--- config.mk ---
export PLATFORM = sky130hd
export DESIGN_NAME = apb_slave_mem
export DESIGN_NICKNAME = d
export VERILOG_FILES = /design/src/rtl/apb_slave_mem.sv
export SDC_FILE = /design/constraint.sdc
export NUM_CORES = 1
export LEC_CHECK = 0
export ABC_AREA = 1
export ABC_CLOCK_PERIOD_IN_PS = 3390
export CAP_MARGIN = 20
export CORE_ASPECT_RATIO = 0.7
export CORE_MARGIN = 4
export CORE_UTILIZATION = 45
export DETAILED_ROUTE_END_ITERATION = 10
export PLACE_DENSITY = 0.56
export SLEW_MARGIN = 10
export SYNTH_ARGS = -nofsm -noshare
export SYNTH_HDL_FRONTEND = slang
export SYNTH_SLANG_ARGS = --single-unit
--- constraint.sdc ---
create_clock -name PCLK -period 3.39 [get_ports PCLK]
set_input_delay 0.8475 -clock PCLK [delete_from_list [all_inputs] [get_ports PCLK]]
set_output_delay 0.8475 -clock PCLK [all_outputs]
set_load 0.02 [all_outputs]
--- src/rtl/apb_slave_mem.sv ---
// rtl/apb_slave_mem.sv - APB completer with 64x8 register storage and programmable wait states
module apb_slave_mem #(
  parameter int         WAIT_CYCLES = 1,
  parameter logic [8:0] ADDR_LIMIT  = 9'h03F
) (
  input  logic       PCLK,
  input  logic       PRESET,
  input  logic       PSEL,
  input  logic       PENABLE,
  input  logic       PWRITE,
  input  logic [8:0] PADDR,
  input  logic [7:0] PWDATA,
  output logic       PREADY,
  output logic [7:0] PRDATA,
  output logic       PSLVERR
);

  typedef enum logic [1:0] {IDLE, WAIT, RESP} state_t;

  localparam logic [3:0] WAIT_LOAD = 4'(WAIT_CYCLES);

  state_t     state;
  logic [3:0] wait_cnt;
  logic [8:0] addr_q;
  logic       write_q;
  logic [7:0] wdata_q;
  logic [7:0] mem [64];
  logic       addr_err;

  assign addr_err = (addr_q > ADDR_LIMIT);

  always_ff @(posedge PCLK) begin
    if (PRESET) begin
      state    <= IDLE;
      wait_cnt <= '0;
      addr_q   <= '0;
      write_q  <= 1'b0;
      wdata_q  <= '0;
      for (int i = 0; i < 64; i++) mem[i] <= '0;
    end else begin
      case (state)
        IDLE: begin
          // Only a true setup phase starts a transfer; a stray PENABLE is ignored.
          if (PSEL && !PENABLE) begin
            addr_q   <= PADDR;
            write_q  <= PWRITE;
            wdata_q  <= PWDATA;
            wait_cnt <= WAIT_LOAD;
            state    <= (WAIT_CYCLES > 0) ? WAIT : RESP;
          end
        end
        WAIT: begin
          wait_cnt <= wait_cnt - 4'd1;
          if (!PSEL)                 state <= IDLE;
          else if (wait_cnt == 4'd1) state <= RESP;
        end
        RESP: begin
          // Commit happens on the completing edge, and only if the requester is still there.
          if (PSEL && PENABLE && write_q && !addr_err) mem[addr_q[5:0]] <= wdata_q;
          state <= IDLE;
        end
        default: state <= IDLE;
      endcase
    end
  end

  assign PREADY  = (state == RESP);
  assign PSLVERR = PREADY && addr_err;
  assign PRDATA  = (PREADY && !write_q && !addr_err) ? mem[addr_q[5:0]] : 8'h00;

endmodule

# ---- Word-level counts from Yosys, hierarchy flattened
# Memories as Yosys holds them, arrays and structs flattened. A register that Yosys moved wholly into a read port is not among the register bits.
# Index checks and enable logic that the tools add are counted.
dict set report totals {
  ff_bits 24
  latch_bits 0
  ramBits 512
  mem_bits_ro 0
  input_bits 22
  output_inout_bits 10
  elab_cells 47
  memories 1
}
dict set report op_classes {
  addsub 1
  n_mul 0
  div 0
  n_lt_le_gt_ge 1
  n_eq_ne 5
  shift 0
  muxes 18
  bitwise_logic 0
  n_reduce_logical 16
}
# name depth word_bits rd rd_clocked_by_memory_dff write_ports line_no
set mem_list {}
lappend mem_list {mem 64 8 1 1 64 27} ;# logic [7:0] mem [64];
# op n
set op_table {}
lappend op_table {{two-way mux 6 bit} 3}
lappend op_table {{two-way mux 8 bit} 2}
lappend op_table {{greater-than comparator 9 x 6 -> 1 bit (second input constant)} 1}
lappend op_table {{one-hot mux 4 bit (2 select lines)} 1}
lappend op_table {{OR reduction 8 bit} 1}
lappend op_table {{logical AND 1 bit} 7}
lappend op_table {{two-way mux 1 bit} 7}
lappend op_table {{two-way mux 2 bit} 3}
lappend op_table {{AND reduction 2 bit} 3}
lappend op_table {{== test 4 x 1 -> 1 bit (second input constant)} 1}
lappend op_table {{two-way mux 4 bit} 1}
lappend op_table {{one-hot mux 2 bit (2 select lines)} 1}
lappend op_table {{subtractor 4 x 1 -> 4 bit (second input constant)} 1}
lappend op_table {{zero test 1 bit} 3}
lappend op_table {{!= test 3 bit (second input constant)} 1}
lappend op_table {{== test 2 x 1 -> 1 bit (second input constant)} 1}
lappend op_table {{== test 2 bit (second input constant)} 1}
lappend op_table {{zero test 2 bit} 1}
lappend op_table {{!= test 2 bit (second input constant)} 1}
lappend op_table {{nonzero test 2 bit} 1}

# ---- Logic depth before layout (Yosys ltp)
dict set report logic_depth {
  depth_word 9
  mapped_depth 12
  depth_no_buf 9
}

# ---- Least setup slack after synthesis
# No wires, ideal clock.
dict set report synth_timing {
  path_type {reg-to-output}
  from {register (tool-made name)}
  to {output PRDATA[6]}
  arrival_time_ns 1.667
  required_ns 2.543
  slack_ns 0.875
  path_stages_with_launch 12
  path_buffers 3
  cell_sequence {dfxtp_1 -> buf_2 -> buf_2 -> clkbuf_1 -> nand2_1 -> nand3_1 -> nand3_1 -> nand2_1 -> nand2_1 -> nand3_1 -> nand3_1 -> a21oi_1}
}
# item line_no
set synth_rtl {}
lappend synth_rtl {{to (decl)} 14} ;# output logic [7:0] PRDATA,

==> flow_metrics.tcl <==
set metrics [dict create \
    wl_um 76300 \
    cp_max_fo 8 \
    syn-mean-instance-area_um2 9.74 \
    cts.sinks 542 \
    grt_pass1_wl_um 114000 \
    r2r-start "addr_q[8]" \
    critPathKind "reg2out" \
    synth_warnings 0 \
    powerDensity_nw_per_um2 514 \
    io_buffers 31 \
    globalRouteOverflowTotal 0 \
    synth_nets 2558 \
    synthCells 2534 \
    slew-limit-headroom 0.391 \
    r2r_setup_slack_ns 1.09 \
    cts_buffer_depth 3 \
    row_count 71 \
    fillers 4777 \
    coreArea_um2 54000 \
    n_antenna_cell 0 \
    ff2ff_path_depth 9 \
    rsz0062_at_grt "true" \
    drc_errors 0 \
    grt_use_met3 0.0507 \
    die_h_um 204 \
    period_minus_slack_ns 3.40 \
    final_core_util 0.561 \
    synth-main-ff-cell "edfxtp_1" \
    status "finished with violations" \
    tritoncts "built" \
    h-tree-depth 2 \
    busiest_layer "met1" \
    hold_path.class "reg2reg" \
    synth.distinct_cells 24 \
    viasPerCell 5.60 \
    grt_max_degree 86 \
    synth_edf_count 512 \
    place.detailed.hpwl_um 46400 \
    worstPathRequired_ns 2.54 \
    grt_pass1_vias 18115 \
    cpMaxStageDelayCell "dfxtp_4" \
    final_antenna_net_count 0 \
    hold_buffers 0 \
    setup_ws_ns -0.00952 \
    clk_pin_slew_worst_paths_ns 0.06 \
    crit_arrival_ns 2.55 \
    finalSetupViolCount 2 \
    grt_usage 0.258 \
    root_buffer "clkbuf_16" \
    met2_usage 0.368 \
    detailedPlace.worstSlack_ns -0.0594 \
    met1_usage 0.410 \
    post-route-period-util 1.00 \
    setup_tns_ns -0.0138 \
    hold_path_startpoint "wait_cnt[3]" \
    layout-drive-gt1-share 0.208 \
    initial_core_util 0.457 \
    ios 32 \
    path_cells "inv_12 -> buf_12 -> buf_12 -> buf_6 -> nand2_1 -> nand3_2 -> nand3_2 -> nand3_2 -> nand2_2 -> nor2_2 -> nor2_2 -> nor2_4 -> buf_6" \
    vias 19135 \
    ys_ff_latch 542 \
    worst_setup_path_end_kind "output port" \
    finalHoldViolations 0 \
    worstHoldEndpoint "wait_cnt[3]" \
    fmax_mhz 294 \
    finalMaxSlewViolations 0 \
    whs_path_depth 2 \
    numCtsBuffers 54 \
    routabilityCongestion 0.888 \
    finalNetCount 2668 \
    cap_viol_max_count 0 \
    clk_latency_ns 0.62 \
    grt_antenna_before_repair 0 \
    path_common_cell "nand3_2" \
    wl_per_cell_um 22.3 \
    cp-start-kind "flop" \
    violations "negative setup slack" \
    die_area_um2 58700 \
    netlist_area_um2 24700 \
    reg2reg_to "mem[44][2]" \
    area_delta_synth_final_pct 22.9 \
    yosysSeqAreaShare 0.647 \
    drtIter0Drc 2324 \
    tightestPinTransition_ns 0.913 \
    peakVddDrop_mv 0.353 \
    power_leakage_nw 11.6 \
    async_flop_share 0 \
    finClkSkew_ns 0.0180 \
    die_w_um 288 \
    first_pass_iters 6 \
    critical-path-max-stage-delay_ns 0.41 \
]
==> final cells by class <==
type,instances,area [µm²],area share
sequential,542,16000,0.527
multi-input combinational,1781,8710,0.287
inverter,31,133,0.00437
timing repair buffer,234,2800,0.0924
tap,730,913,0.0301
clock buffer,70,1540,0.0507
clock inverter,30,241,0.00796
==> how the worst max path moves through the flow <==
stage                           end  depth (start not counted)  startpoint  slack [ns]
after floorplan           PRDATA[6]                         11        flop        0.88
after global placement    PRDATA[0]                         13        flop       -0.08
after detailed placement  PRDATA[0]                         13        flop       -0.06
after CTS                 PRDATA[4]                         13        flop       -0.04
after global routing      PRDATA[5]                         13        flop       -0.11
final                     PRDATA[5]                         13        flop       -0.01
==> cells in the mapped netlist (7+ instances only) <==
master      n  share of area
buf_1      17         0.0026
nand2_2    42          0.011
nand2_1   633          0.096
nand2_4    24          0.011
o21ai_0    19         0.0039
clkbuf_1  123          0.019
dfxtp_1    30          0.024
nor2_8      8         0.0065
a21oi_1    20         0.0041
nor2_1    547          0.083
nand3_1   461          0.093
buf_2      40         0.0081
inv_1      27         0.0041
edfxtp_1  512           0.62
a31oi_1     7         0.0018
==> cell usage in the layout, fill, tap and decap left out, drive strengths merged <==
cell type and instances:
a21oi 20, a31oi 7, buf 205, bufbuf 1, bufinv 4, clkbuf 75, clkdlybuf4s50 23, clkinv 24
clkinvlp 3, dfxtp 30, edfxtp 512, ha 2, inv 30, nand2 699, nand3 461, nand4 2
nor2 556, nor3 13, o211ai 1, o21ai 19, or2 1
==> routing by layer <==
layer | wire, µm | vias up
li1 | - | 8782
met2 | 32300 | 928
met1 | 35000 | 9348
met4 | 1060 | 0
met5 | 0 | -
met3 | 7930 | 77
==> worst max-delay path, delay by kind of cell, from the launching register on <==
family        cells  cell delay, ns
flops             1            0.41
simple gates      8            0.83
buf+inv           5            0.69
==> power breakdown <==
part,leakage [nW],internal [W],switching [W]
registers,5.52,0.00753,0.0000988
clock network,0.869,0.00348,0.00262
logic,5.26,0.000620,0.00124
==> cell families after synthesis <==
logic type	after synthesis	share of synthesized area
AO/OA/AOI/OAI	47	0.00999
AND/OR/NAND/NOR	1732	0.308
flip-flops	542	0.647
adder cells (fa/ha/maj)	2	0.00101
buffers and inverters	211	0.0341
==> state kept, by name, summed over array words and instances (netlist names), named ones only <==
| name | cells |
|---|---|
| mem | 512 |
| write_q | 1 |
| wdata_q | 8 |
| state | 2 |
| wait_cnt | 4 |
| addr_q | 9 |
==> stage by stage <==
step / cell area (µm²) / instances / total power, W / hold slack [ns]
final: 30300 / 3418 / 0.0156 / 0.465
after global routing: 30300 / 3418 / 0.0161 / 0.487
after CTS: 29700 / 3406 / 0.0155 / 0.468
after detailed placement: 26900 / 3282 / 0.00928 / 0.458
after global placement: 26900 / 3282 / 0.00927 / 0.448
after floorplan: 24700 / 2534 / 0.00858 / 0.433
==> what timing repair did <==
item,CTS,global route
resized for setup,175,100
cloned,11,6
endpoints found under the setup margin,8,8
buffers inserted,15,7
pin swaps,30,39
(Power assumes the default switching activity.)
